--- config.mk ---
export PLATFORM = sky130hd
export DESIGN_NAME = v810_bus_hold
export DESIGN_NICKNAME = d
export VERILOG_FILES = /design/src/rtl/v810_bus_hold.sv
export SDC_FILE = /design/constraint.sdc
export NUM_CORES = 1
export LEC_CHECK = 0
export ABC_CLOCK_PERIOD_IN_PS = 2650
export BUFFER_PORTS_ARGS = -buffer_cell sky130_fd_sc_hd__buf_4
export CORE_UTILIZATION = 45
export CTS_BUF_LIST = sky130_fd_sc_hd__clkbuf_8
export DETAILED_ROUTE_END_ITERATION = 12
export HOLD_SLACK_MARGIN = 0.15
export MAX_ROUTING_LAYER = met4
export PLACE_DENSITY = 0.73
export SLEW_MARGIN = 20
export SYNTH_ARGS = -nofsm -noshare
export SYNTH_HDL_FRONTEND = slang
export SYNTH_SLANG_ARGS = --single-unit
--- constraint.sdc ---
create_clock -name CLK -period 2.65 [get_ports CLK]
set_input_delay 0.53 -clock CLK [delete_from_list [all_inputs] [get_ports CLK]]
set_output_delay 0.53 -clock CLK [all_outputs]
set_load 0.02 [all_outputs]
--- src/rtl/v810_bus_hold.sv ---
`default_nettype none
// ============================================================================
// Module   : v810_bus_hold
// Brief    : HLDRQ/HLDAK bus-hold arbiter for the V810 external bus. Stalls
//            the CPU memory unit at a bus-cycle boundary, floats the CPU pins
//            once the bus is quiet, acknowledges the external master and
//            keeps the CPU on the bus for a minimum tenure between holds.
// Revision : 1.0 - initial release
// ============================================================================
module v810_bus_hold #(
    parameter int SYNC_STAGES    = 2,
    parameter int MIN_CPU_CYCLES = 4,
    parameter int CNT_W          = 16
) (
    input  logic             CLK,
    input  logic             RES,
    input  logic             CE,
    input  logic             HLDRQn,
    output logic             HLDAKn,
    input  logic             BCYSTn,
    input  logic             DAn,
    input  logic             READYn,
    output logic             CPU_STALL,
    output logic             BUS_OE,
    output logic             HOLD_ACTIVE,
    output logic [CNT_W-1:0] HOLD_CYC
);

    localparam int TEN_W = (MIN_CPU_CYCLES > 0) ? $clog2(MIN_CPU_CYCLES + 1) : 1;
    localparam logic [TEN_W-1:0] c_TEN_LOAD = TEN_W'(MIN_CPU_CYCLES);

    localparam logic [2:0] c_ST_CPU    = 3'd0;
    localparam logic [2:0] c_ST_DRAIN  = 3'd1;
    localparam logic [2:0] c_ST_FLOAT  = 3'd2;
    localparam logic [2:0] c_ST_HOLD   = 3'd3;
    localparam logic [2:0] c_ST_RESUME = 3'd4;

    logic [SYNC_STAGES-1:0] r_sync;
    logic [2:0]             r_state;
    logic [2:0]             w_state_nxt;
    logic                   r_busy;
    logic [TEN_W-1:0]       r_tenure;
    logic [CNT_W-1:0]       r_hold_cyc;
    logic                   r_hldakn;
    logic                   r_stall;
    logic                   r_oe;
    logic                   r_hold;
    logic                   w_hreq;
    logic                   w_quiet;
    logic                   w_eligible;
    logic                   w_cpu_owns;

    assign w_hreq     = ~r_sync[SYNC_STAGES-1];
    assign w_quiet    = ~r_busy & BCYSTn & DAn;
    assign w_eligible = w_hreq & (r_tenure == '0);
    // Bus-cycle tracking only matters while the CPU may be running cycles;
    // READYn belongs to the external master once the pins are floated.
    assign w_cpu_owns = (r_state == c_ST_CPU) || (r_state == c_ST_DRAIN);

    // Synchronize the asynchronous hold request; idles high (no request).
    always_ff @(posedge CLK) begin
        if (CE) begin
            if (RES) r_sync <= '1;
            else     r_sync <= SYNC_STAGES'({r_sync, HLDRQn});
        end
    end

    // Track an outstanding CPU bus cycle from its start strobe to its ready.
    always_ff @(posedge CLK) begin
        if (CE) begin
            if (RES) begin
                r_busy <= 1'b0;
            end else if (w_cpu_owns) begin
                if (!BCYSTn)              r_busy <= 1'b1;
                else if (!DAn && !READYn) r_busy <= 1'b0;
            end
        end
    end

    // Next-state selection for the hold handshake.
    always_comb begin
        w_state_nxt = r_state;
        case (r_state)
            c_ST_CPU: begin
                if (w_eligible) w_state_nxt = c_ST_DRAIN;
            end
            c_ST_DRAIN: begin
                if (!w_hreq)      w_state_nxt = c_ST_CPU;
                else if (w_quiet) w_state_nxt = c_ST_FLOAT;
            end
            c_ST_FLOAT:  w_state_nxt = w_hreq ? c_ST_HOLD : c_ST_RESUME;
            c_ST_HOLD: begin
                if (!w_hreq) w_state_nxt = c_ST_RESUME;
            end
            c_ST_RESUME: w_state_nxt = c_ST_CPU;
            default:     w_state_nxt = c_ST_CPU;
        endcase
    end

    // State register with outputs registered from the state being entered.
    always_ff @(posedge CLK) begin
        if (CE) begin
            if (RES) begin
                r_state  <= c_ST_CPU;
                r_hldakn <= 1'b1;
                r_stall  <= 1'b0;
                r_oe     <= 1'b1;
                r_hold   <= 1'b0;
            end else begin
                r_state  <= w_state_nxt;
                r_hldakn <= (w_state_nxt != c_ST_HOLD);
                r_stall  <= (w_state_nxt != c_ST_CPU);
                r_oe     <= (w_state_nxt == c_ST_CPU) || (w_state_nxt == c_ST_DRAIN);
                r_hold   <= (w_state_nxt == c_ST_HOLD);
            end
        end
    end

    // Minimum CPU tenure: reload when the bus comes back, count down in CPU.
    always_ff @(posedge CLK) begin
        if (CE) begin
            if (RES)
                r_tenure <= '0;
            else if (r_state == c_ST_RESUME)
                r_tenure <= c_TEN_LOAD;
            else if ((r_state == c_ST_CPU) && (r_tenure != '0))
                r_tenure <= r_tenure - TEN_W'(1);
        end
    end

    // Saturating count of cycles spent in the current/last hold tenure.
    always_ff @(posedge CLK) begin
        if (CE) begin
            if (RES)
                r_hold_cyc <= '0;
            else if ((r_state == c_ST_FLOAT) && (w_state_nxt == c_ST_HOLD))
                r_hold_cyc <= '0;
            else if ((r_state == c_ST_HOLD) && (r_hold_cyc != '1))
                r_hold_cyc <= r_hold_cyc + CNT_W'(1);
        end
    end

    assign HLDAKn      = r_hldakn;
    assign CPU_STALL   = r_stall;
    assign BUS_OE      = r_oe;
    assign HOLD_ACTIVE = r_hold;
    assign HOLD_CYC    = r_hold_cyc;

    // The CPU is stalled with its pins floated; a new bus cycle here would
    // collide with the external master.
    a_no_bcyst_while_held: assert property (
        @(posedge CLK) disable iff (RES)
        (CE && ((r_state == c_ST_FLOAT) || (r_state == c_ST_HOLD) || (r_state == c_ST_RESUME)))
        |-> BCYSTn
    ) else $fatal(1, "v810_bus_hold: bus cycle started while the bus is held");

endmodule
`default_nettype wire

# Word level (Yosys, flattened, before mapping)
# Index checks and enable logic that the tools add are counted.
dict set report op_classes {
  addsub 2
  n_eq_ne 9
  n_mux 12
  bitwise_logic 5
  n_reduce_logical 21
}
# cell n
set op_table {}
lappend op_table {{2-to-1 mux 3 bit} 7}
lappend op_table {{adder 16 x 1 -> 16 bit, second input constant} 1}
lappend op_table {{2-to-1 mux 16 bit} 1}
lappend op_table {{!= test 16 bit, second input constant} 1}
lappend op_table {{one-hot mux 3 bit (4 select lines)} 1}
lappend op_table {{nonzero test 3 bit} 4}
lappend op_table {{== test 3 x 2 -> 1 bit, second input constant} 3}
lappend op_table {{logical NOT 3 bit} 3}
lappend op_table {{== test 3 x 1 -> 1 bit, second input constant} 2}
lappend op_table {{!= test 3 x 2 -> 1 bit, second input constant} 2}
lappend op_table {{logical AND 1 bit} 4}
lappend op_table {{AND reduction 2 bit} 2}
lappend op_table {{OR reduction 2 bit} 2}
lappend op_table {{AND 1 bit} 3}
lappend op_table {{== test 3 bit, second input constant} 1}
lappend op_table {{2-to-1 mux 1 bit} 3}
lappend op_table {{AND reduction 3 bit} 1}
lappend op_table {{subtractor 3 x 1 -> 3 bit, second input constant} 1}
lappend op_table {{logical NOT 1 bit} 2}
lappend op_table {{logical OR 1 bit} 2}
lappend op_table {{inverter 1 bit} 2}
lappend op_table {{nonzero test 2 bit} 1}
dict set report totals {
  ff_bits 29
  input_bits 7
  output_inout_bits 20
  word_cells 59
}

# Depth between registers and ports, before layout
dict set report depth {
  depth_word 10
  depth_mapped 6
  mapped_depth_nobuf 6
}

# Least setup slack after synthesis
# No wires, ideal clock.
dict set report synth_path {
  path_type {register to register}
  start {register r_state[2]}
  end {register r_hold_cyc[0] (netlist: HOLD_CYC[0]) (enable)}
  setup_ns 0.399
  arrival_time_ns 2.023
  required_time_ns 2.251
  path_slack_ns 0.228
  path_stages_with_launch 5
  n_path_buf 0
  period_less_slack_ns 2.422
  path_cell_list {edfxtp_1 nand2b_1 o31ai_4 nor3_1 a31oi_1}
}
dict set report synth_via {
  elab_chain_len 7
  word_cells_on_any_way 14
  cone_classes {eq/ne: 4; mux: 5; reduce/logical: 5}
}
# item line_no
set synth_lines {}
lappend synth_lines {{start, declared} 39} ;# logic [2:0] r_state;
lappend synth_lines {{start signal, assigned} 104} ;# r_state <= c_ST_CPU;
lappend synth_lines {{start signal, assigned} 110} ;# r_state <= w_state_nxt;
lappend synth_lines {{2-to-1 mux 3 bit} 89} ;# else if (w_quiet) w_state_nxt = c_ST_FLOAT;
lappend synth_lines {{2-to-1 mux 3 bit} 88} ;# if (!w_hreq) w_state_nxt = c_ST_CPU;
lappend synth_lines {{one-hot mux 3 bit (4 select lines)} 83} ;# case (r_state)
lappend synth_lines {{== test 3 x 2 -> 1 bit} 136} ;# else if ((r_state == c_ST_FLOAT) && (w_state_nxt == c_ST_HOLD))
lappend synth_lines {{logical AND 1 bit} 136}
lappend synth_lines {{nonzero test 3 bit (no source line) (*)} --}
lappend synth_lines {{AND reduction 2 bit (no source line) (*)} --}
lappend synth_lines {{end signal, assigned} 139} ;# r_hold_cyc <= r_hold_cyc + CNT_W'(1);
lappend synth_lines {{end, declared} 43} ;# logic [CNT_W-1:0] r_hold_cyc;
# Mark *: on every way between the ends. The rest lies on a longest branch, timed or not.
# A chain may end at the register's enable or synchronous reset.

# Worst setup path after layout
dict set report layout_path {
  start {register r_hold_cyc[2] (netlist: HOLD_CYC[2])}
  end {register r_hold_cyc[7] (netlist: HOLD_CYC[7]), data pin}
}
dict set report layout_via {
  elab_chain_len 2
}
# item line_no
set layout_lines {}
lappend layout_lines {{adder 16 x 1 -> 16 bit} 139}
lappend layout_lines {{2-to-1 mux 16 bit} 138} ;# else if ((r_state == c_ST_HOLD) && (r_hold_cyc != '1))
# Every way passes these cells. The select of a mux whose other input is x is not followed.

==> impl_metrics.csv <==
group,metric,value,unit
synthesis,synthCells,132,
synthesis,synth_cell_types,33,
global_route,overflow,0,
final_layout,num_antenna_cells,0,
clocking,clock_latency,0.28,ns
sta,setup_tns,0,ns
setup_path,required,2.78,ns
pwr,p_per_area,584,mW/mm^2
final_layout,nNetsFinal,175,
routing,vias_per_cell,5.23,
floorplanning,rows,21,
synthesis,synth_seq_cells,29,
sta,setup_viol,0,
global_route,antenna_found_initial,0,
clocking,ctsResizeCount,0,
final_layout,fin_area,0.00192,sq mm
pwr,p_int,864,uW
final_layout,syn2layout_area_growth,23.0,%
synthesis,syn_nets,142,
synthesis,seq_area_frac_synth,0.557,
setup_path,crit_path_top_delay_cell,"or3_2",
setup_path,crit_arrival,2.08,ns
clocking,post-cts-setup-buffer-count,0,
pwr,combPwrFrac,0.114,
sta,slew_violations,0,
pwr,p_clk_frac,0.385,
synthesis,synth_area_per_cell,11.8,sq um
placement,port_buffers,26,
global_route,grt_pass1_vias,986,
global_route,grt_pass1_wl,4350,microns
clocking,hold_buffers,0,
sta,max_slew_margin,0.578,
routing,vias,1109,
status,outcome,"finished clean",
clocking,clockBufferDepth,2,
setup_path,crit_path_max_fanout,11,
floorplanning,dieArea,0.00371,sq mm
routing,drtIter0Drc,76,
final_layout,final_cell_mix,"29 x edfxtp_1, 29 x buf_4, 17 x nor2_1, 11 x inv_1, 10 x xnor2_1",
sta,tightest_slew,0.630,ns
clocking,cts_root_buffer,"clkbuf_8",
setup_path,start_kind,"flip-flop",
floorplanning,core_area,0.00334,sq mm
sta,fmax,512,MHz
pwr,p_sw_frac,0.230,
setup_path,worstSetupPathType,"flip-flop to flip-flop",
routing,drcViolationCount,0,
sta,hold_viol_final,0,
global_route,grt_usage,0.173,
placement,dp_hpwl,1920,microns
sta,rsz0062_at_grt,"no",
clocking,htree_levels,2,
clocking,clk_pin_slew,0.06,ns
clocking,cts.sinks,29,
final_layout,utilization,0.576,
routing,wl,2670,microns
routing,dr.pass1.iters,5,
sta,min_period,1.95,ns
global_route,grt_max_degree,17,
pwr,seq_power_share,0.501,
setup_path,max_stage_delay,0.65,ns
synthesis,syn_area,0.00156,sq mm
placement,dpl_cell_area,0.00182,sq mm
floorplanning,initial_core_util,0.468,
sta,finClkSkew,0.00569,ns
floorplanning,io_pins,27,
placement,gp_congestion,0.840,
synthesis,synth.yosys.warnings,0,
sta,holdWs,0.512,ns
sta,min_period_over_period,0.737,
pwr,max-vdd-ir-drop,0.000318,V
clocking,cts_buffers,5,
clocking,cts_tree,"yes",
pwr,p_switching,259,uW
setup_path,crit_path_end_kind,"flip-flop",
min_path,hold_path.class,"primary input to flip-flop",
routing,ant_nets,0,
routing,wl_per_cell,12.6,microns
floorplanning,die_height,60.9,microns
pwr,leakage,0.732,nW
floorplanning,die_x,60.9,microns
flow_run,maxCapViolations,0,
setup_path,critical_path.cell_chain,"nand4_1 -> or3_2 -> a21oi_1",
final_layout,drive_gt1_frac,0.289,
[power groups by stage]
stage | clock [mW] | combinational [mW] | sequential (mW)
3_3_place_gp | 0 | 0.125 | 0.571
4_1_cts | 0.446 | 0.129 | 0.563
2_1_floorplan | 0 | 0.0622 | 0.586
5_1_grt | 0.464 | 0.142 | 0.567
3_5_place_dp | 0 | 0.129 | 0.572
6_report | 0.432 | 0.128 | 0.563
[cells by family (layout without fill, tap and decap cells)]
family / count (synthesis) / after routing / synth area share
xor+xnor: 14 / 14 / 0.0785
fa+ha+maj: 3 / 3 / 0.0240
simple gates: 58 / 58 / 0.234
compound gates: 15 / 15 / 0.0681
buf+inv: 13 / 47 / 0.0384
flops: 29 / 29 / 0.557
[worst max-delay path, delay by kind of cell (launching register included)]
kind / cells / cell delay, ns
flip-flops: 1 / 0.44
AND/OR/NAND/NOR: 2 / 1.19
AO/OA/AOI/OAI: 1 / 0.16
[path summary, 6_finish.rpt]
path                             startpoint          end  slack [ns]  depth (start not counted)
worst max-delay path            HOLD_CYC[2]  HOLD_CYC[7]        0.70                          3
worst max register to register  HOLD_CYC[2]  HOLD_CYC[7]        0.70                          3
worst min-delay path                 HLDRQn    r_sync[0]        0.51                          2
worst min register to register    r_sync[0]    r_sync[1]        0.52                          1
[cells in the mapped netlist]
master,number,area (sq um)
a2111oi_0,1,8.76
a21oi_1,4,20.0
a31oi_1,1,6.26
and3_1,3,18.8
buf_4,1,7.51
buf_6,1,11.3
clkbuf_1,1,3.75
edfxtp_1,29,871
ha_1,3,37.5
inv_1,10,37.5
nand2_1,4,15.0
nand2b_1,1,6.26
nand3_1,6,30.0
nand4_1,2,12.5
nand4_4,1,21.3
nand4b_1,1,8.76
nor2_1,17,63.8
nor2_2,4,25.0
nor2b_1,2,12.5
nor3_1,7,35.0
nor3b_1,1,7.51
nor4_1,1,6.26
nor4_2,1,12.5
nor4_4,3,63.8
o21a_1,2,15.0
o21ai_0,5,25.0
o311a_1,1,10.0
o31ai_4,1,21.3
or2_2,2,12.5
or3_1,1,6.26
or3_2,1,7.51
xnor2_1,10,87.6
xor2_1,4,35.0
[layer usage]
| layer | wire (microns) | up-vias | GRT usage |
|---|---|---|---|
| li1 | - | 540 | - |
| met1 | 1180 | 518 | 0.201 |
| met2 | 1280 | 38 | 0.257 |
| met3 | 138 | 13 | 0.0554 |
| met4 | 76 | 0 | 0.110 |
| met5 | 0 | - | - |
[per-stage QoR]
stage	instances	worst slack [ns]	power (mW)
6_report	212	0.698	1.12
5_1_grt	212	0.557	1.17
4_1_cts	212	0.700	1.14
3_5_place_dp	204	0.715	0.701
3_3_place_gp	204	0.820	0.696
2_1_floorplan	132	0.228	0.648
[layout make-up]
class / count / area (sq um)
Fill cell: 288 / 1420
Clock inverter: 3 / 37.5
Multi-Input combinational cell: 90 / 632
Clock buffer: 5 / 68.8
Timing Repair Buffer: 29 / 218
Inverter: 10 / 37.5
Sequential cell: 29 / 871
Tap cell: 46 / 57.6
[sequential cells by signal, summed over array words and instances (netlist names)]
signal and count:
r_tenure 3, HOLD_CYC 16, HOLD_ACTIVE 1, r_state 3, r_busy 1, CPU_STALL 1
HLDAKn 1, r_sync 2, BUS_OE 1
Note: power is estimated with default switching activity, not from simulation.
